===== src/rtl/mips_hazard_ctrl_if.sv =====
// rtl/mips_hazard_ctrl_if.sv - D-stage hazard control signal bundle (decoder side = master)
interface mips_hazard_ctrl_if #(
    parameter int STAGES = 3
);
    logic [31:0]         instr_D;
    logic                valid_D;
    logic                flush;
    logic                stall;
    logic [2:0]          fwd_rs;
    logic [2:0]          fwd_rt;
    logic                md_busy;
    logic [5*STAGES-1:0] wa_bus;
    logic [STAGES-1:0]   we_bus;

    modport master (
        output instr_D, valid_D, flush,
        input  stall, fwd_rs, fwd_rt, md_busy, wa_bus, we_bus
    );

    modport slave (
        input  instr_D, valid_D, flush,
        output stall, fwd_rs, fwd_rt, md_busy, wa_bus, we_bus
    );
endinterface


===== src/rtl/mips_hazard_ctrl.sv =====
// rtl/mips_hazard_ctrl.sv - depth-generic Tuse/Tnew hazard unit; MD busy interlock under HAZARD_MD_INTERLOCK_EN
module mips_hazard_ctrl #(
    parameter int STAGES   = 3,
    parameter int MULT_LAT = 5,
    parameter int DIV_LAT  = 10
) (
    input logic               clk,
    input logic               reset,
    mips_hazard_ctrl_if.slave hz
);
    localparam int CNT_MAX = (MULT_LAT > DIV_LAT) ? MULT_LAT : DIV_LAT;
    localparam int CNT_W   = $clog2(CNT_MAX + 1);

    logic [5:0] opcode;
    logic [5:0] funct;
    logic [4:0] rs;
    logic [4:0] rt;
    logic [4:0] rd;

    assign opcode = hz.instr_D[31:26];
    assign rs     = hz.instr_D[25:21];
    assign rt     = hz.instr_D[20:16];
    assign rd     = hz.instr_D[15:11];
    assign funct  = hz.instr_D[5:0];

    logic [1:0] dec_tuse_rs;
    logic [1:0] dec_tuse_rt;
    logic       dec_we;
    logic [4:0] dec_wa;
    logic [1:0] dec_tnew;
    logic       dec_md_class;
    logic [1:0] dec_md_start;

    // tuse of 3 means the operand is never read
    always_comb begin
        dec_tuse_rs  = 2'd3;
        dec_tuse_rt  = 2'd3;
        dec_we       = 1'b0;
        dec_wa       = 5'd0;
        dec_tnew     = 2'd0;
        dec_md_class = 1'b0;
        dec_md_start = 2'b00;
        case (opcode)
            6'h00: begin
                case (funct)
                    6'h00, 6'h02, 6'h03: begin
                        dec_tuse_rt = 2'd1;
                        dec_we      = 1'b1;
                        dec_wa      = rd;
                        dec_tnew    = 2'd1;
                    end
                    6'h04, 6'h06, 6'h07,
                    6'h20, 6'h21, 6'h22, 6'h23, 6'h24, 6'h25, 6'h26, 6'h27,
                    6'h2a, 6'h2b: begin
                        dec_tuse_rs = 2'd1;
                        dec_tuse_rt = 2'd1;
                        dec_we      = 1'b1;
                        dec_wa      = rd;
                        dec_tnew    = 2'd1;
                    end
                    6'h08: dec_tuse_rs = 2'd0;
                    6'h09: begin
                        dec_tuse_rs = 2'd0;
                        dec_we      = 1'b1;
                        dec_wa      = rd;
                        dec_tnew    = 2'd0;
                    end
                    6'h10, 6'h12: begin
                        dec_we       = 1'b1;
                        dec_wa       = rd;
                        dec_tnew     = 2'd1;
                        dec_md_class = 1'b1;
                    end
                    6'h11, 6'h13: begin
                        dec_tuse_rs  = 2'd1;
                        dec_md_class = 1'b1;
                    end
                    6'h18, 6'h19, 6'h1a, 6'h1b: begin
                        dec_tuse_rs  = 2'd1;
                        dec_tuse_rt  = 2'd1;
                        dec_md_class = 1'b1;
                        dec_md_start = funct[1] ? 2'b10 : 2'b01;
                    end
                    default: ;
                endcase
            end
            6'h01: begin
                if (rt[4:1] == 4'd0) dec_tuse_rs = 2'd0;
            end
            6'h03: begin
                dec_we   = 1'b1;
                dec_wa   = 5'd31;
                dec_tnew = 2'd0;
            end
            6'h04, 6'h05: begin
                dec_tuse_rs = 2'd0;
                dec_tuse_rt = 2'd0;
            end
            6'h06, 6'h07: dec_tuse_rs = 2'd0;
            6'h08, 6'h09, 6'h0a, 6'h0b, 6'h0c, 6'h0d, 6'h0e: begin
                dec_tuse_rs = 2'd1;
                dec_we      = 1'b1;
                dec_wa      = rt;
                dec_tnew    = 2'd1;
            end
            6'h0f: begin
                dec_we   = 1'b1;
                dec_wa   = rt;
                dec_tnew = 2'd1;
            end
            6'h10: begin
                if (hz.instr_D == 32'h4200_0018) begin
                    dec_we = 1'b0;
                end else if (rs == 5'd0) begin
                    dec_we   = 1'b1;
                    dec_wa   = rt;
                    dec_tnew = 2'd2;
                end else if (rs == 5'd4) begin
                    dec_tuse_rt = 2'd2;
                end
            end
            6'h20, 6'h21, 6'h23, 6'h24, 6'h25: begin
                dec_tuse_rs = 2'd1;
                dec_we      = 1'b1;
                dec_wa      = rt;
                dec_tnew    = 2'd2;
            end
            6'h28, 6'h29, 6'h2b: begin
                dec_tuse_rs = 2'd1;
                dec_tuse_rt = 2'd2;
            end
            default: ;
        endcase
    end

    logic [STAGES-1:0]      we_d,   we_q;
    logic [STAGES-1:0][4:0] wa_d,   wa_q;
    logic [STAGES-1:0][1:0] tnew_d, tnew_q;

    logic       data_stall;
    logic       md_stall;
    logic       md_busy;
    logic       stall;
    logic       bubble;
    logic       seen_rs;
    logic       seen_rt;
    logic [2:0] fwd_rs;
    logic [2:0] fwd_rt;

    // Only the nearest writer of a register decides the stall; fwd picks the nearest ready one
    always_comb begin
        data_stall = 1'b0;
        seen_rs    = 1'b0;
        seen_rt    = 1'b0;
        fwd_rs     = 3'd0;
        fwd_rt     = 3'd0;
        for (int k = 0; k < STAGES; k++) begin
            if (we_q[k] && (wa_q[k] == rs) && (rs != 5'd0)) begin
                if (!seen_rs && (dec_tuse_rs != 2'd3) && (tnew_q[k] > dec_tuse_rs)) data_stall = 1'b1;
                if ((fwd_rs == 3'd0) && (tnew_q[k] == 2'd0)) fwd_rs = 3'(k + 1);
                seen_rs = 1'b1;
            end
            if (we_q[k] && (wa_q[k] == rt) && (rt != 5'd0)) begin
                if (!seen_rt && (dec_tuse_rt != 2'd3) && (tnew_q[k] > dec_tuse_rt)) data_stall = 1'b1;
                if ((fwd_rt == 3'd0) && (tnew_q[k] == 2'd0)) fwd_rt = 3'(k + 1);
                seen_rt = 1'b1;
            end
        end
    end

    assign stall  = data_stall | md_stall;
    assign bubble = stall | hz.flush | ~hz.valid_D;

    always_comb begin
        we_d      = '0;
        wa_d      = '0;
        tnew_d    = '0;
        we_d[0]   = bubble ? 1'b0 : dec_we;
        wa_d[0]   = bubble ? 5'd0 : dec_wa;
        tnew_d[0] = bubble ? 2'd0 : dec_tnew;
        for (int k = 1; k < STAGES; k++) begin
            we_d[k]   = we_q[k-1];
            wa_d[k]   = wa_q[k-1];
            tnew_d[k] = (tnew_q[k-1] != 2'd0) ? (tnew_q[k-1] - 2'd1) : 2'd0;
        end
    end

    always_ff @(posedge clk) begin
        if (reset) begin
            we_q   <= '0;
            wa_q   <= '0;
            tnew_q <= '0;
        end else begin
            we_q   <= we_d;
            wa_q   <= wa_d;
            tnew_q <= tnew_d;
        end
    end

`ifdef HAZARD_MD_INTERLOCK_EN
    logic [1:0]       s1_md_d, s1_md_q;
    logic [CNT_W-1:0] md_cnt_d, md_cnt_q;

    // The counter loads as the start leaves stage 1, so stage-1 occupancy covers the first busy cycle
    always_comb begin
        s1_md_d = bubble ? 2'b00 : dec_md_start;
        if (s1_md_q == 2'b01) begin
            md_cnt_d = CNT_W'(MULT_LAT);
        end else if (s1_md_q == 2'b10) begin
            md_cnt_d = CNT_W'(DIV_LAT);
        end else if (md_cnt_q != '0) begin
            md_cnt_d = md_cnt_q - 1'b1;
        end else begin
            md_cnt_d = '0;
        end
    end

    always_ff @(posedge clk) begin
        if (reset) begin
            s1_md_q  <= 2'b00;
            md_cnt_q <= '0;
        end else begin
            s1_md_q  <= s1_md_d;
            md_cnt_q <= md_cnt_d;
        end
    end

    assign md_busy  = (md_cnt_q != '0) || (s1_md_q != 2'b00);
    assign md_stall = dec_md_class & md_busy;
`else
    logic unused_md;
    assign unused_md = ^{dec_md_class, dec_md_start, (CNT_W != 0)};
    assign md_busy   = 1'b0;
    assign md_stall  = 1'b0;
`endif

    assign hz.stall   = stall;
    assign hz.fwd_rs  = fwd_rs;
    assign hz.fwd_rt  = fwd_rt;
    assign hz.md_busy = md_busy;
    assign hz.wa_bus  = wa_q;
    assign hz.we_bus  = we_q;
endmodule

===== src/flat_wrapper.sv =====
// flat-port wrapper written by rule: the top's interface ports become plain ports
module mips_hazard_ctrl_flat 
#(
    parameter int STAGES   = 3,
    parameter int MULT_LAT = 5,
    parameter int DIV_LAT  = 10
)
  (clk, reset, hz_instr_D, hz_valid_D, hz_flush, hz_stall, hz_fwd_rs, hz_fwd_rt, hz_md_busy, hz_wa_bus, hz_we_bus);
  mips_hazard_ctrl_if #(.STAGES(STAGES)) hz_i ();
  input logic clk;
  input logic reset;
  input wire logic [$bits(hz_i.instr_D)-1:0] hz_instr_D;
  input wire logic [$bits(hz_i.valid_D)-1:0] hz_valid_D;
  input wire logic [$bits(hz_i.flush)-1:0] hz_flush;
  output wire logic [$bits(hz_i.stall)-1:0] hz_stall;
  output wire logic [$bits(hz_i.fwd_rs)-1:0] hz_fwd_rs;
  output wire logic [$bits(hz_i.fwd_rt)-1:0] hz_fwd_rt;
  output wire logic [$bits(hz_i.md_busy)-1:0] hz_md_busy;
  output wire logic [$bits(hz_i.wa_bus)-1:0] hz_wa_bus;
  output wire logic [$bits(hz_i.we_bus)-1:0] hz_we_bus;
  assign hz_i.instr_D = hz_instr_D;
  assign hz_i.valid_D = hz_valid_D;
  assign hz_i.flush = hz_flush;
  assign hz_stall = hz_i.stall;
  assign hz_fwd_rs = hz_i.fwd_rs;
  assign hz_fwd_rt = hz_i.fwd_rt;
  assign hz_md_busy = hz_i.md_busy;
  assign hz_wa_bus = hz_i.wa_bus;
  assign hz_we_bus = hz_i.we_bus;
  mips_hazard_ctrl #(.STAGES(STAGES), .MULT_LAT(MULT_LAT), .DIV_LAT(DIV_LAT)) u_core (.clk(clk), .reset(reset), .hz(hz_i));
endmodule

===== config.mk =====
export PLATFORM = sky130hd
export DESIGN_NAME = mips_hazard_ctrl_flat
export DESIGN_NICKNAME = d
export VERILOG_FILES = /design/src/rtl/mips_hazard_ctrl_if.sv /design/src/rtl/mips_hazard_ctrl.sv /design/src/flat_wrapper.sv
export SDC_FILE = /design/constraint.sdc
export NUM_CORES = 1
export LEC_CHECK = 0
export CORE_ASPECT_RATIO = 1.25
export CORE_MARGIN = 5
export CORE_UTILIZATION = 47
export CTS_CLUSTER_DIAMETER = 30
export DETAILED_ROUTE_END_ITERATION = 6
export PLACE_DENSITY = 0.81
export SYNTH_ARGS = -nofsm -noshare
export SYNTH_HDL_FRONTEND = slang
export SYNTH_SLANG_ARGS = --single-unit
export TNS_END_PERCENT = 100

===== constraint.sdc =====
create_clock -name clk -period 6.6 [get_ports clk]
set_clock_uncertainty 0.15 [all_clocks]
set_input_delay 1.65 -clock clk [delete_from_list [all_inputs] [get_ports clk]]
set_output_delay 1.65 -clock clk [all_outputs]
set_load 0.05 [all_outputs]

==> results of run 1 <==
layout make-up:
| cell class | count | share of cell area (%) |
|---|---|---|
| Timing Repair Buffer | 71 | 24.77 |
| Clock buffer | 3 | 1.503 |
| Sequential cell | 24 | 17.49 |
| Multi-Input combinational cell | 202 | 51.78 |
| Inverter | 14 | 1.913 |
| Tap cell | 56 | 2.550 |
metal layers:
| layer | GRT usage [%] | vias up |
|---|---|---|
| met5 | 0 | - |
| met4 | 6.362 | 0 |
| met3 | 3.504 | 16 |
| met2 | 40.50 | 81 |
| met1 | 24.45 | 967 |
| li1 | - | 1031 |
registers in the layout, summed over array words and instances (netlist names):
name and count:
u_core.hz.wa_bus 15, u_core.hz.we_bus 3, u_core.tnew_q 6
metrics by stage:
| step | worst slack, ns | hold slack, ns | cell area (µm²) | total power, mW |
|---|---|---|---|---|
| 3_5_place_dp | -0.01008 | 0.2566 | 2674 | 0.2387 |
| 3_3_place_gp | 0.02815 | 0.2496 | 2674 | 0.2366 |
| 6_report | 0.1351 | 0.2664 | 2748 | 0.3215 |
| 5_1_grt | 0.008892 | 0.3059 | 2748 | 0.3394 |
| 4_1_cts | 0.03040 | 0.2674 | 2721 | 0.3202 |
| 2_1_floorplan | 0.6392 | 0.2412 | 1999 | 0.1996 |
power groups by stage:
stage / clock network [mW] / logic (mW) / registers (mW)
final: 0.0838 / 0.0906 / 0.147
after global placement: 0 / 0.0859 / 0.151
after global routing: 0.0931 / 0.0989 / 0.147
after detailed placement: 0 / 0.0881 / 0.151
after floorplan: 0 / 0.0465 / 0.153
after CTS: 0.0844 / 0.0886 / 0.147
final timing paths:
path | cells past startpoint | to | start | slack (ns)
worst max-delay path | 12 | hz_stall | hz_instr_D[17] | 0.14
worst min-delay path | 1 | u_core.tnew_q[2] | u_core.tnew_q[0] | 0.27
worst max register to register | 8 | u_core.hz.wa_bus[1] | u_core.tnew_q[3] | 4.31
worst min register to register | 1 | u_core.tnew_q[2] | u_core.tnew_q[0] | 0.27
timing repair:
item	in CTS	in global routing
pin swaps	0	2
hold buffers	0	0
resized for setup	1	5
endpoints found under the setup margin	1	1
cell usage after synthesis, types with 2 or more instances:
| cell type | number |
|---|---|
| nand4_1 | 5 |
| xor2_1 | 12 |
| clkbuf_1 | 5 |
| nor4_2 | 2 |
| buf_4 | 3 |
| nand3_1 | 7 |
| nor2b_1 | 19 |
| a41oi_1 | 2 |
| or2_2 | 4 |
| nor4b_1 | 3 |
| a21oi_1 | 13 |
| nand4b_1 | 2 |
| xnor2_1 | 13 |
| o2111a_1 | 2 |
| a31oi_1 | 2 |
| a211o_1 | 2 |
| a21o_1 | 2 |
| a221oi_1 | 6 |
| nor2_1 | 14 |
| and3_2 | 2 |
| ha_1 | 14 |
| inv_1 | 14 |
| nand2_1 | 19 |
| dfxtp_1 | 24 |
| nand2b_1 | 3 |
| nor4_1 | 2 |
| nor3_1 | 17 |
| o21ai_0 | 10 |
logic make-up after synthesis:
kind of cell,Yosys count,share of synthesized area [%]
compound gates,56,20.85
xor+xnor,25,10.99
fa+ha+maj,14,8.794
buf+inv,25,6.218
flops,24,24.12
other cells,1,0.1883
simple gates,104,28.83
worst max-delay path, cell delays in order:
cell and delay [ns]:
clkdlybuf4s50_1 0.42, or4_4 0.56, a21o_1 0.20, a221oi_4 0.23
o31a_2 0.21, ha_1 0.23, nor2b_1 0.13, o2111a_1 0.22
and3_2 0.21, a311oi_2 0.24, o22ai_2 0.16, buf_12 0.18
==> impl_metrics.tcl, run 1 <==
set metrics [dict create \
    status "complete, no violations" \
    worstSetupPathType "primary input to primary output" \
    crit_path_max_fanout 3 \
    floorplan.die_area_um2 5648 \
    vias_in_the_first_global_route 2102 \
    io_buffers 53 \
    ys_async_sr_fraction_pct 0 \
    die_height_um 82.79 \
    combinationalPowerShare_pct 28.2 \
    finalNonFillerCells 370 \
    wire_length_of_the_first_global_routing_pass_um 9356 \
    via_count 2095 \
    synth_top_cells_by_area "dfxtp_1 (24%), ha_1 (8.8%), nor2b_1 (6.0%), xnor2_1 (5.7%), xor2_1 (5.3%)" \
    nFillCells 327 \
    path_clk_slew_ns 0.08 \
    max-slew-margin-rel_pct 43.92 \
    seq_area_um2 480.5 \
    layout_commonest_cell "clkdlybuf4s50_1" \
    wl_met2_um 2927 \
    sequentialPowerShare_pct 45.8 \
    placedCellCount 367 \
    cts_buffers 3 \
    flop_and_latch_count_out_of_synthesis 24 \
    power.net_switching_mw 0.09174 \
    top_layer "met4" \
    max_slew.worst_pin.slew_ns 0.8413 \
    synth_enable_flop_cells 0 \
    swShare_pct 28.53 \
    detail_route.first_pass.iterations 5 \
    leading_cell_types_in_the_layout_fill_and_taps_excluded "clkdlybuf4s50_1 (50), dfxtp_1 (24), nor2b_1 (19), nand2_1 (19), buf_4 (18)" \
    utilization_pct 67.03 \
    fp-row-count 26 \
    cellPowerDensity_nw_per_um2 117.0 \
    core-area_um2 4099 \
    start_util_pct 48.60 \
    remaining_drc_errors 0 \
    n_antenna_cell 0 \
    grt_setup_unrepaired "no" \
    critPathArrivalTime_ns 4.66 \
    mappedNetlistArea_um2 1992 \
    cts_sinks 24 \
    yosys.cell_types.count 54 \
    critPathRequiredTime_ns 4.80 \
    syn_inst 249 \
    detail-route-antenna-nets 0 \
    wirelength_um 5618 \
    synth_area_per_cell_um2 8.000 \
    clockBufferDepth 2 \
    cts_setup_buffers 0 \
    setup_violations 0 \
    min_path_type "flop to flop" \
    drive_above_1_share_pct 12.74 \
    synth_seq_area_share_pct 24.12 \
    grt.total_usage_pct 21.58 \
    synth_top_cell_area_share_pct 24.12 \
    clockRootBuffer "clkbuf_8" \
    yosysWarnings 0 \
    dpl.hpwl_um 4711 \
    finalWorstPathRequiredPeriod_ns 6.465 \
    grt_overflow_total 0 \
    fin_tns_setup_ns 0 \
    cts_tree "done" \
    synth_top_cell_by_area "dfxtp_1" \
    max-cap-violations 0 \
    route.detailed.wl_per_inst_um 15.18 \
    met1Wirelength_um 2204 \
    startpoint_type "primary input" \
    flow.area_growth_from_synthesis_pct 37.94 \
    maximum_number_of_pins_on_one_net_before_global_route_repair 18 \
    initial_antenna_violation_count 0 \
    end_kind "primary output" \
    worstSkewPairLatency_ns 0.26 \
    internal-power_mw 0.2298 \
    min_period_over_period_pct 97.95 \
    avgViaCountPerCell 5.662 \
    place.gp.congestion 0.8533 \
    chipWidth_um 68.23 \
    max_freq_mhz 154.7 \
    detailedRoute.firstIterationViolations 111 \
    multi_input_comb_area_um2 1423 \
    clock_power_share_pct 26.1 \
    i_o_pins 62 \
    route.met3.wl_um 305 \
    worst_ir_drop_vdd_mv 0.1172 \
    cts_htree_levels 1 \
    p_leak_nw 1.059 \
    final_nets 366 \
    dominantRegCellSynth "dfxtp_1" \
    report.final.hold_viol_count 0 \
    drv_slew 0 \
]
Power figures use the tool's default switching activity.
==> inputs of run 2 (changes only) <==
CORE_MARGIN = 4   (was 5)
==> impl_metrics.tcl, run 2 (synthesized netlist as in run 1, its figures left out) <==
set metrics [dict create \
    status "complete, no violations" \
    wire_length_of_the_first_global_routing_pass_um 9411 \
    overall_power_of_the_completed_layout_mw 0.3424 \
    grt_overflow_total 0 \
    min_path_type "flop to flop" \
    max_slew.worst_pin.slew_ns 0.8450 \
    route.detailed.wl_per_inst_um 15.33 \
    worstSkewPairLatency_ns 0.27 \
    max-cap-violations 0 \
    crit_path_max_fanout 3 \
    grt_setup_unrepaired "no" \
    start_util_pct 48.60 \
    drive_above_1_share_pct 13.65 \
    critPathArrivalTime_ns 4.68 \
    dpl.hpwl_um 4605 \
    max_freq_mhz 154.3 \
    cellPowerDensity_nw_per_um2 123.8 \
    place.gp.congestion 0.8721 \
    worstSetupPathType "primary input to primary output" \
    fin_tns_setup_ns 0 \
    maximum_number_of_pins_on_one_net_before_global_route_repair 18 \
    io_buffers 53 \
    avgViaCountPerCell 5.642 \
    finalWorstPathRequiredPeriod_ns 6.481 \
    flow.area_growth_from_synthesis_pct 38.88 \
    setup_violations 0 \
    vias_in_the_first_global_route 2071 \
    grt.total_usage_pct 22.16 \
    leading_cell_types_in_the_layout_fill_and_taps_excluded "clkdlybuf4s50_1 (52), dfxtp_1 (24), nor2b_1 (19), nand2_1 (19), buf_4 (18)" \
    report.final.hold_viol_count 0 \
    detail-route-antenna-nets 0 \
    cts_htree_levels 1 \
    i_o_pins 62 \
    end_kind "primary output" \
    detailedRoute.firstIterationViolations 67 \
    placedCellCount 367 \
    cts_sinks 24 \
    flip_flop_count_of_the_largest_register_all_copies_and_words_added 15 \
    detail_route.first_pass.iterations 4 \
    floorplan.die_area_um2 5350 \
    clockBufferDepth 2 \
    core-area_um2 4099 \
    chipWidth_um 66.23 \
    die_height_um 80.79 \
    cts_buffers 3 \
    cts_tree "done" \
    remaining_drc_errors 0 \
    critPathRequiredTime_ns 4.80 \
    min_hold_slack_ns 0.2741 \
    max-slew-margin-rel_pct 43.66 \
    via_count 2093 \
    fp-row-count 26 \
    startpoint_type "primary input" \
    clockRootBuffer "clkbuf_8" \
    layout_commonest_cell "clkdlybuf4s50_1" \
    drv_slew 0 \
    worst_ir_drop_vdd_mv 0.09136 \
    path_clk_slew_ns 0.09 \
    final_nets 366 \
    p_leak_nw 1.049 \
    min_period_over_period_pct 98.20 \
    finalNonFillerCells 371 \
    wirelength_um 5688 \
    n_antenna_cell 0 \
    initial_antenna_violation_count 0 \
    cts_setup_buffers 0 \
]
==> run 2: changes by cell type in the layout (fill, tap and decap cells not counted) <==
cell             delta
a21oi_1             -1
a21oi_2             +1
clkbuf_8            +1
clkdlybuf4s50_1     +2
dlymetal6s2s_1      -2
o221ai_1            -1
o221ai_2            +1
==> run 2: worst max-delay path, stage by stage <==
cell and delay [ns]:
clkdlybuf4s50_1 0.42, or4_4 0.56, a21o_1 0.20, a221oi_4 0.25, o31a_2 0.22, ha_1 0.23, nor2b_1 0.14, o2111a_1 0.23
and3_2 0.21, a311oi_2 0.23, o22ai_2 0.16, buf_12 0.18
==> run 2: what timing repair did <==
action	CTS	global route
endpoints found under the setup margin	0	1
hold endpoints to repair	0	0
gates resized for setup	0	6
hold buffers	0	0
==> run 2: metal layers <==
metal	up-vias	share of wire (%)	GRT usage (%)
met5	-	0	0
met4	0	1.8	6.098
met3	10	6.3	4.149
met2	80	53	41.71
met1	974	39	25.00
li1	1029	-	-
==> run 2: through the flow <==
| stage | setup WS, ns | utilization, % | area (µm²) |
|---|---|---|---|
| 6_report | 0.1189 | 67.49 | 2766 |
| 4_1_cts | 0.009657 | 66.58 | 2729 |
| 5_1_grt | 0.01330 | 67.49 | 2766 |
| 3_5_place_dp | 0.009435 | 65.23 | 2674 |
| 2_1_floorplan | 0.6392 | - | 1999 |
| 3_3_place_gp | 0.04298 | 65.23 | 2674 |
==> run 2: path summary, 6_finish.rpt <==
| path | slack [ns] | endpoint | start | cells after the start |
|---|---|---|---|---|
| worst min-delay path | 0.27 | u_core.tnew_q[2] | u_core.tnew_q[0] | 1 |
| worst max register to register | 4.32 | u_core.tnew_q[1] | u_core.tnew_q[3] | 8 |
| worst min register to register | 0.27 | u_core.tnew_q[2] | u_core.tnew_q[0] | 1 |
| worst max-delay path | 0.12 | hz_stall | hz_instr_D[17] | 12 |
==> run 2: report_power, final <==
group          internal, mW  switching (mW)  leakage [nW]
Clock                0.0534          0.0505        0.0288
Sequential            0.146         0.00136         0.194
Combinational        0.0436          0.0477         0.827
Total                 0.243          0.0996          1.05
==> run 2: cell type report <==
cell class / instances / area (µm²)
inverter: 14 / 52.55
clock buffer: 4 / 55.05
timing repair buffer: 71 / 675.6
sequential: 24 / 480.5
multi-input combinational: 202 / 1433
fill: 352 / 1333
tap: 56 / 70.07
